==> src/rtl/tile_board_memory.sv <==
// -----------------------------------------------------------------------------
// tile_board_memory
//
// Cell store for a tile board. It is made of an edge ring of N_EDGE cells
// (cells 0..N_EDGE-1) followed by N_CENTER center cells. The edge ring can be
// rotated one position per cycle. The center cells are never rotated.
//
// Ports
//   clk        : single clock; all logic on the rising edge
//   rst        : synchronous active-high reset; overrides every other input
//   load       : bulk-load strobe (cell 0 = MSB slice of edge_in)
//   edge_in    : edge-ring bulk data, N_EDGE*CELL_W bits
//   center_in  : center bulk data, N_CENTER*CELL_W bits
//   wr_en      : single-cell write strobe
//   wr_addr    : write address; addresses past the last cell are ignored
//   wr_data    : write data
//   rd_addr    : read address
//   rd_data    : registered read data, 1-cycle latency, read-before-write,
//                0 for addresses past the last cell
//   rot_start  : edge-ring rotation request
//   rot_steps  : number of single-position steps (0 = no-op completion)
//   rot_dir    : 0 = forward (new[i] = old[i-1]), 1 = reverse (new[i] = old[i+1])
//   busy       : rotation in progress
//   done       : one-cycle completion pulse
//
// Request handshake: the block takes requests only in IDLE. There is no
// ready signal. In IDLE, one strobe is accepted per cycle, with priority
// load > rot_start > wr_en. Any strobe that arrives in ROTATE or DONE is
// dropped and is not queued. When busy is high, further requests are dropped.
// -----------------------------------------------------------------------------
module tile_board_memory #(
   parameter int CELL_W   = 4,
   parameter int N_EDGE   = 24,
   parameter int N_CENTER = 12,
   parameter int ADDR_W   = 6
) (
   input  logic                       clk,
   input  logic                       rst,
   input  logic                       load,
   input  logic [N_EDGE*CELL_W-1:0]   edge_in,
   input  logic [N_CENTER*CELL_W-1:0] center_in,
   input  logic                       wr_en,
   input  logic [ADDR_W-1:0]          wr_addr,
   input  logic [CELL_W-1:0]          wr_data,
   input  logic [ADDR_W-1:0]          rd_addr,
   output logic [CELL_W-1:0]          rd_data,
   input  logic                       rot_start,
   input  logic [ADDR_W-1:0]          rot_steps,
   input  logic                       rot_dir,
   output logic                       busy,
   output logic                       done
);

   localparam int N_CELLS = N_EDGE + N_CENTER;

   typedef enum logic [1:0] {
      IDLE   = 2'd0,
      ROTATE = 2'd1,
      DONE   = 2'd2
   } state_e;

   state_e              state_q;
   logic [ADDR_W-1:0]   steps_q;   // rotation steps still to perform
   logic                dir_q;
   logic                busy_q;
   logic                done_q;

   logic [CELL_W-1:0]   cells_q [N_CELLS];
   logic [CELL_W-1:0]   cells_d [N_CELLS];
   logic [CELL_W-1:0]   rd_q;
   logic [CELL_W-1:0]   rd_d;

   // ---------------------------------------------------------------------
   // Control FSM with registered busy/done
   // ---------------------------------------------------------------------
   always_ff @(posedge clk) begin
      if (rst) begin
         state_q <= IDLE;
         steps_q <= '0;
         dir_q   <= 1'b0;
         busy_q  <= 1'b0;
         done_q  <= 1'b0;
      end else begin
         case (state_q)
            IDLE: begin
               done_q <= 1'b0;
               // A load in the same cycle takes priority over the rotation request.
               if (!load && rot_start) begin
                  steps_q <= rot_steps;
                  dir_q   <= rot_dir;
                  if (rot_steps != '0) begin
                     state_q <= ROTATE;
                     busy_q  <= 1'b1;
                  end else begin
                     state_q <= DONE;
                     done_q  <= 1'b1;
                  end
               end
            end
            ROTATE: begin
               steps_q <= steps_q - ADDR_W'(1);
               if (steps_q == ADDR_W'(1)) begin
                  state_q <= DONE;
                  busy_q  <= 1'b0;
                  done_q  <= 1'b1;
               end
            end
            DONE: begin
               state_q <= IDLE;
               done_q  <= 1'b0;
            end
            default: begin
               state_q <= IDLE;
               busy_q  <= 1'b0;
               done_q  <= 1'b0;
            end
         endcase
      end
   end

   // ---------------------------------------------------------------------
   // Next cell contents
   // ---------------------------------------------------------------------
   always_comb begin
      for (int i = 0; i < N_CELLS; i++) begin
         cells_d[i] = cells_q[i];
      end
      if (state_q == IDLE) begin
         if (load) begin
            for (int k = 0; k < N_EDGE; k++) begin
               cells_d[k] = edge_in[(N_EDGE-k)*CELL_W-1 -: CELL_W];
            end
            for (int j = 0; j < N_CENTER; j++) begin
               cells_d[N_EDGE+j] = center_in[(N_CENTER-j)*CELL_W-1 -: CELL_W];
            end
         end else if (!rot_start && wr_en) begin
            // An address past the last cell matches no cell, so the write is dropped.
            for (int i = 0; i < N_CELLS; i++) begin
               if (wr_addr == ADDR_W'(i)) begin
                  cells_d[i] = wr_data;
               end
            end
         end
      end else if (state_q == ROTATE) begin
         for (int i = 0; i < N_EDGE; i++) begin
            if (dir_q) begin
               cells_d[i] = cells_q[(i + 1) % N_EDGE];
            end else begin
               cells_d[i] = cells_q[(i + N_EDGE - 1) % N_EDGE];
            end
         end
      end
   end

   // Read mux from the pre-edge contents; an address past the last cell returns 0.
   always_comb begin
      rd_d = '0;
      for (int i = 0; i < N_CELLS; i++) begin
         if (rd_addr == ADDR_W'(i)) begin
            rd_d = cells_q[i];
         end
      end
   end

   always_ff @(posedge clk) begin
      if (rst) begin
         for (int i = 0; i < N_CELLS; i++) begin
            cells_q[i] <= '0;
         end
         rd_q <= '0;
      end else begin
         for (int i = 0; i < N_CELLS; i++) begin
            cells_q[i] <= cells_d[i];
         end
         rd_q <= rd_d;
      end
   end

   assign rd_data = rd_q;
   assign busy    = busy_q;
   assign done    = done_q;

endmodule

==> config.mk <==
export PLATFORM = sky130hd
export DESIGN_NAME = tile_board_memory
export DESIGN_NICKNAME = d
export VERILOG_FILES = /design/src/rtl/tile_board_memory.sv
export SDC_FILE = /design/constraint.sdc
export NUM_CORES = 1
export LEC_CHECK = 0
export BUFFER_PORTS_ARGS = -buffer_cell sky130_fd_sc_hd__buf_2
export CORE_ASPECT_RATIO = 1.25
export CORE_MARGIN = 2
export CORE_UTILIZATION = 50
export DETAILED_ROUTE_END_ITERATION = 8
export GPL_TIMING_DRIVEN = 0
export HOLD_SLACK_MARGIN = 0.05
export PLACE_DENSITY = 0.73
export SYNTH_ARGS = -nofsm -noshare
export SYNTH_HDL_FRONTEND = slang
export SYNTH_SLANG_ARGS = --single-unit
==> constraint.sdc <==
create_clock -name clk -period 4 [get_ports clk]
set_clock_uncertainty 0.1 [all_clocks]
set_input_delay 0.6 -clock clk [delete_from_list [all_inputs] [get_ports clk]]
set_output_delay 0.6 -clock clk [all_outputs]
set_load 0.005 [all_outputs]
* Yosys cells after proc, flatten, opt, wreduce, memory -nomap -nowiden
Memories as Yosys holds them, arrays and structs flattened.
Index checks and enable logic that the tools add are counted.
** Operators by class
- Multiplexer cells :: 154
- Add/sub/neg operators :: 1
- Reduce and logical (&&, ||, !) cells :: 13
- Bitwise operators :: 37
- Eq/ne operators :: 76
** Operator list (count)
- $mux 4 :: 132
- $mux 144 :: 2
- $eq 6x5->1 const B :: 32
- $mux 96 :: 2
- $eq 6x4->1 const B :: 16
- $eq 6x3->1 const B :: 8
- $eq 6x6->1 const B :: 8
- $mux 48 :: 1
- $or 1x1->1 :: 36
- $eq 6x2->1 const B :: 4
- $eq 6x1->1 const B :: 3
- $logic_not 6->1 :: 2
- $pmux 6 s2 :: 1
- $mux 1 :: 9
- $mux 2 :: 3
- $mux 6 :: 1
- $ne 2x2->1 const B :: 3
- $reduce_and 2->1 :: 3
- $reduce_bool 6->1 :: 1
- $sub 6x1->6 const B :: 1
- $pmux 2 s2 :: 1
- $reduce_and 4->1 :: 1
- $pmux 1 s3 :: 1
- $eq 2x1->1 const B :: 1
- 7 further kinds :: 9
** Word-level totals
- Input port bits :: 172
- Output and inout bits :: 6
- Logic and storage cells :: 288
- Memories kept :: 1
- Bits in writable memories :: 144
- Bits in registers :: 15
** Memory list
- cells_q :: words 36, bits a word 4, rd ports 36, clocked after memory_dff 0, wr ports 36, RTL line 68 : logic [CELL_W-1:0] cells_q [N_CELLS];

* Longest topological paths before layout
- Depth in word-level cells :: 37
- Mapped depth :: 10
- Mapped depth without buffers :: 7

* Least setup slack after synthesis
OpenSTA, ideal clock, no wires.
- Path kind :: input to register
- Start point :: input port rd_addr[3]
- End point :: register rd_q[2], in the netlist rd_data[2]
- Required time :: 3770 ps
- Arrival time :: 2192 ps
- Path buffers :: 1
- Slack :: 1577 ps
- Stages :: 7
- Cell sequence :: buf_6 > or4b_1 > a222oi_1 > o22a_1 > o221ai_2 > a2111oi_2 > o22ai_1
** Between the ends
- Word-level cells in the longest chain between the ends :: 37
** RTL lines
- start, declared :: RTL line 45 : input logic [ADDR_W-1:0] rd_addr,
- $logic_not 6->1 :: RTL line 159 : if (rd_addr == ADDR_W'(i)) begin
- $mux 4 (35 in series) :: RTL line 159
- $mux 4 (*) :: RTL line 159
- end signal, assigned :: RTL line 175 : rd_q <= rd_d;
- end, declared :: RTL line 70 : logic [CELL_W-1:0] rd_q;
Mark *: on every way between the ends. The rest lies on a longest branch, timed or not.
A chain may end at the register's enable or synchronous reset.

* Worst setup path after layout
- Start point :: input port rd_addr[2]
- End point :: register rd_q[2], in the netlist rd_data[2]
The elaborated chain is that of the path after synthesis.

==> run_summary.xml <==
<?xml version="1.0" encoding="UTF-8"?>
<metrics>
  <group name="run_status">
    <metric name="outcome" unit="">complete, no violations</metric>
  </group>
  <group name="global_routing">
    <metric name="grt_start_max_net_pins" unit="">17</metric>
    <metric name="grt_antenna_before_repair" unit="">1</metric>
    <metric name="grt_use_total" unit="%">45.57</metric>
    <metric name="global_route_wire_length_before_repair" unit="um">75080</metric>
    <metric name="first_global_vias" unit="">11880</metric>
    <metric name="overflow" unit="">0</metric>
  </group>
  <group name="pwr">
    <metric name="ir_drop" unit="mV">0.3135</metric>
    <metric name="pwr_density_cell" unit="nW/um^2">390.2</metric>
    <metric name="power.total" unit="W">0.004799</metric>
    <metric name="p_leak" unit="nW">4.368</metric>
  </group>
  <group name="yosys">
    <metric name="synth_enable_flop_cells" unit="">0</metric>
    <metric name="synthesis.nets" unit="">1513</metric>
    <metric name="post-synth-top-count-cell" unit="">sky130_fd_sc_hd__a21oi_1</metric>
    <metric name="synthesis.instances" unit="">1339</metric>
    <metric name="syn-mean-instance-area" unit="sq um">7.855</metric>
    <metric name="post_synth_main_area_contributors" unit="">sky130_fd_sc_hd__dfxtp_1 30%, sky130_fd_sc_hd__a211oi_1 11%, sky130_fd_sc_hd__mux2i_1 10%, sky130_fd_sc_hd__a21oi_1 9.0%, sky130_fd_sc_hd__a211o_1 8.2%</metric>
    <metric name="yosys_warnings" unit="">0</metric>
    <metric name="syn_area" unit="sq um">10520</metric>
    <metric name="synthDominantAreaCellType" unit="">sky130_fd_sc_hd__dfxtp_1</metric>
    <metric name="post_synthesis_cell_type_count" unit="">60</metric>
    <metric name="synth_seq_cells" unit="">159</metric>
    <metric name="postSynth.topFlopCell" unit="">sky130_fd_sc_hd__dfxtp_1</metric>
    <metric name="asyncSetResetFlopFracSynth" unit="%">0</metric>
    <metric name="synth_top_area_share" unit="%">30.26</metric>
    <metric name="synth.top_cells.by_count" unit="">190 x sky130_fd_sc_hd__a21oi_1, 164 x sky130_fd_sc_hd__nand2_1, 159 x sky130_fd_sc_hd__dfxtp_1</metric>
    <metric name="yosysSeqAreaShare" unit="%">30.26</metric>
  </group>
  <group name="layout">
    <metric name="design_area" unit="sq um">12300</metric>
    <metric name="n_antenna_cell" unit="">0</metric>
    <metric name="layout-drive-gt1-share" unit="%">16.57</metric>
    <metric name="nFillCells" unit="">1986</metric>
    <metric name="core_occupancy_in_the_finished_layout" unit="%">59.29</metric>
    <metric name="finish.net_count" unit="">1706</metric>
    <metric name="multiInputGateArea" unit="sq um">6809</metric>
    <metric name="seq_area" unit="sq um">3183</metric>
    <metric name="area.growth.synth_to_final" unit="%">16.94</metric>
  </group>
  <group name="worst_setup_path">
    <metric name="critPathMostFrequentCell" unit="">sky130_fd_sc_hd__buf_2</metric>
    <metric name="timing.critical_path.cells" unit="">buf_2, buf_2, buf_1, nor4_1, o21ai_0, o22a_1, o221ai_2, a2111oi_2, o22ai_1</metric>
    <metric name="timing.rr.start" unit="">state_q[1]</metric>
    <metric name="critical_path_rt" unit="ns">4.25</metric>
    <metric name="r2r-end" unit="">cells_q[3][10]</metric>
    <metric name="path_delay_family" unit="">simple AND/OR/NAND/NOR gates</metric>
    <metric name="timing.setup.critical_path_class" unit="">in2reg</metric>
    <metric name="worst-path-max-fanout" unit="">10</metric>
    <metric name="max_incr_delay_on_cp" unit="ns">1.10</metric>
    <metric name="worst_r2r_path_depth" unit="">8</metric>
    <metric name="slowest_stage" unit="">sky130_fd_sc_hd__nor4_1</metric>
    <metric name="worst-r2r-setup-slack" unit="ns">1.12</metric>
    <metric name="timing.critical_path.from_type" unit="">input port</metric>
    <metric name="cp.buffers_inverters" unit="">3</metric>
    <metric name="critical_path.endpoint_type" unit="">register</metric>
    <metric name="cp_data_arrival_time" unit="ns">3.28</metric>
  </group>
  <group name="route">
    <metric name="drc" unit="">0</metric>
    <metric name="drtAntennaViolNets" unit="">0</metric>
    <metric name="drt-initial-drc-count" unit="">1745</metric>
    <metric name="wirelength" unit="um">51430</metric>
    <metric name="route.detailed.vias_per_inst" unit="">6.813</metric>
    <metric name="drt_first_pass_iters" unit="">8</metric>
    <metric name="num_vias" unit="">12390</metric>
    <metric name="wl_per_cell" unit="um">28.27</metric>
  </group>
  <group name="flow_run">
    <metric name="drv_cap" unit="">0</metric>
  </group>
  <group name="clocking">
    <metric name="clock_sinks" unit="">159</metric>
    <metric name="cts-root-to-sink-buffers" unit="">2</metric>
    <metric name="cts-resized-gates" unit="">0</metric>
    <metric name="clock_tree_from_tritoncts" unit="">done</metric>
    <metric name="clock_latency_reported_for_the_late_side_of_the_worst_skew_pair" unit="ns">0.45</metric>
    <metric name="cts.root.buffer_cell" unit="">sky130_fd_sc_hd__clkbuf_16</metric>
    <metric name="cts.clk_slew.worst_paths" unit="ns">0.07</metric>
    <metric name="tritoncts.num_buffers" unit="">17</metric>
    <metric name="htree_levels" unit="">4</metric>
    <metric name="holdBufCountCts" unit="">0</metric>
    <metric name="post_cts.repair.setup_buffers" unit="">0</metric>
  </group>
  <group name="floorplanning">
    <metric name="fp.dieArea" unit="sq um">22220</metric>
    <metric name="die_height" unit="um">166.2</metric>
    <metric name="pin_count" unit="">178</metric>
    <metric name="core_footprint" unit="sq um">20740</metric>
    <metric name="start_util" unit="%">50.70</metric>
    <metric name="num_rows" unit="">59</metric>
    <metric name="dieWidth" unit="um">133.7</metric>
  </group>
  <group name="timing">
    <metric name="fin_crit_sh" unit="%">75.52</metric>
    <metric name="final_hold_slack" unit="ns">0.2858</metric>
    <metric name="max_freq" unit="MHz">331.0</metric>
    <metric name="slew_headroom" unit="%">15.02</metric>
    <metric name="timing.final.setup_violations" unit="">0</metric>
    <metric name="final_period_minus_worst_setup_slack" unit="ns">3.021</metric>
    <metric name="max_slew.worst_pin.slew" unit="ns">1.263</metric>
    <metric name="hold_violations" unit="">0</metric>
    <metric name="rsz0062_at_grt" unit="">no</metric>
    <metric name="finalMaxSlewViolations" unit="">0</metric>
    <metric name="fin_tns_setup" unit="ns">0</metric>
  </group>
  <group name="placed_design">
    <metric name="placed_cell_area" unit="sq um">11730</metric>
    <metric name="dp.final_hpwl" unit="um">39220</metric>
    <metric name="place.gp.congestion" unit="">1.089</metric>
    <metric name="numPortBuffers" unit="">174</metric>
  </group>
  <group name="min_path">
    <metric name="endpoint_of_the_worst_hold_timing_path" unit="">dir_q</metric>
    <metric name="hp_class" unit="">in2reg</metric>
    <metric name="worstHoldPathCells" unit="">3</metric>
    <metric name="holdCritStartpoint" unit="">rot_dir</metric>
  </group>
</metrics>
==> state kept, by name (all words and copies together), names as in the netlist <==
name,count
dir_q,1
done,1
steps_q,6
cells_q,144
state_q,2
busy,1
rd_data,4
==> cells by family (layout without fill, tap and decap cells) <==
kind of cell	Yosys count	in the layout	synth area share (%)
compound gates	569	569	36.36
fa+ha+maj	2	2	0.2379
buf+inv	131	337	4.996
flops	159	159	30.26
mux	125	125	12.74
simple gates	353	353	15.41
==> how the worst max path moves through the flow <==
stage | startpoint | endpoint | slack (ns) | depth (start not counted)
finish | rd_addr[2] | rd_data[2] | 0.98 | 9
global route | rd_addr[2] | rd_data[2] | 1.0 | 9
CTS | rd_addr[2] | rd_data[2] | 1.14 | 9
detailed placement | rd_addr[1] | rd_data[0] | 0.69 | 8
global placement | rd_addr[2] | rd_data[2] | 0.67 | 9
floorplan | rd_addr[3] | rd_data[2] | 1.58 | 7
==> through the flow <==
step	setup slack, ns	instances
4_1_cts	1.135	1819
6_report	0.9792	1819
3_5_place_dp	0.6879	1787
2_1_floorplan	1.577	1339
5_1_grt	0.9954	1819
3_3_place_gp	0.6715	1787
==> report_power, final <==
group,switching [W],internal [W]
sequential,0.000249,0.00173
clock,0.000776,0.000857
combinational,0.000747,0.000442
total,0.00177,0.00303
==> cell usage in the layout, fill, tap and decap left out, types with 5 or more instances in the layout <==
| master | count |
|---|---|
| sky130_fd_sc_hd__a211o_1 | 98 |
| sky130_fd_sc_hd__a211oi_1 | 155 |
| sky130_fd_sc_hd__a21oi_1 | 190 |
| sky130_fd_sc_hd__a31oi_1 | 13 |
| sky130_fd_sc_hd__a32oi_1 | 5 |
| sky130_fd_sc_hd__and2_1 | 11 |
| sky130_fd_sc_hd__buf_1 | 12 |
| sky130_fd_sc_hd__buf_2 | 195 |
| sky130_fd_sc_hd__clkbuf_1 | 91 |
| sky130_fd_sc_hd__clkbuf_16 | 17 |
| sky130_fd_sc_hd__clkinv_4 | 5 |
| sky130_fd_sc_hd__dfxtp_1 | 159 |
| sky130_fd_sc_hd__inv_1 | 6 |
| sky130_fd_sc_hd__mux2_2 | 11 |
| sky130_fd_sc_hd__mux2i_1 | 108 |
| sky130_fd_sc_hd__mux4_2 | 6 |
| sky130_fd_sc_hd__nand2_1 | 164 |
| sky130_fd_sc_hd__nand2b_1 | 15 |
| sky130_fd_sc_hd__nand3_1 | 10 |
| sky130_fd_sc_hd__nor2_1 | 92 |
| sky130_fd_sc_hd__nor2b_1 | 18 |
| sky130_fd_sc_hd__nor3b_1 | 5 |
| sky130_fd_sc_hd__o21ai_0 | 52 |
| sky130_fd_sc_hd__o22ai_1 | 12 |
| sky130_fd_sc_hd__or2_2 | 5 |
==> area by class of cell <==
| cell class | count | share of cell area (%) |
|---|---|---|
| Sequential cell | 159 | 25.88 |
| Timing Repair Buffer | 174 | 7.080 |
| Clock inverter | 12 | 0.8240 |
| Clock buffer | 20 | 3.795 |
| Inverter | 6 | 0.1831 |
| Multi-Input combinational cell | 1049 | 55.36 |
| Tap cell | 274 | 2.787 |
| Buffer | 125 | 4.090 |
==> worst register-to-register path, delay by kind of cell (launching register included) <==
kind            cells  cell delay, ns
flops               1            0.43
compound gates      3            0.93
buf+inv             2            0.53
simple gates        3            0.78
==> routing by layer <==
layer	global-route usage [%]	wire length, um	part of all wire (%)
met3	8.242	5068	9.9
met1	54.83	18580	36
met4	35.48	4773	9.3
met2	71.46	23010	45
met5	0	0	0
No activity file was read; power rests on OpenSTA's default activity.
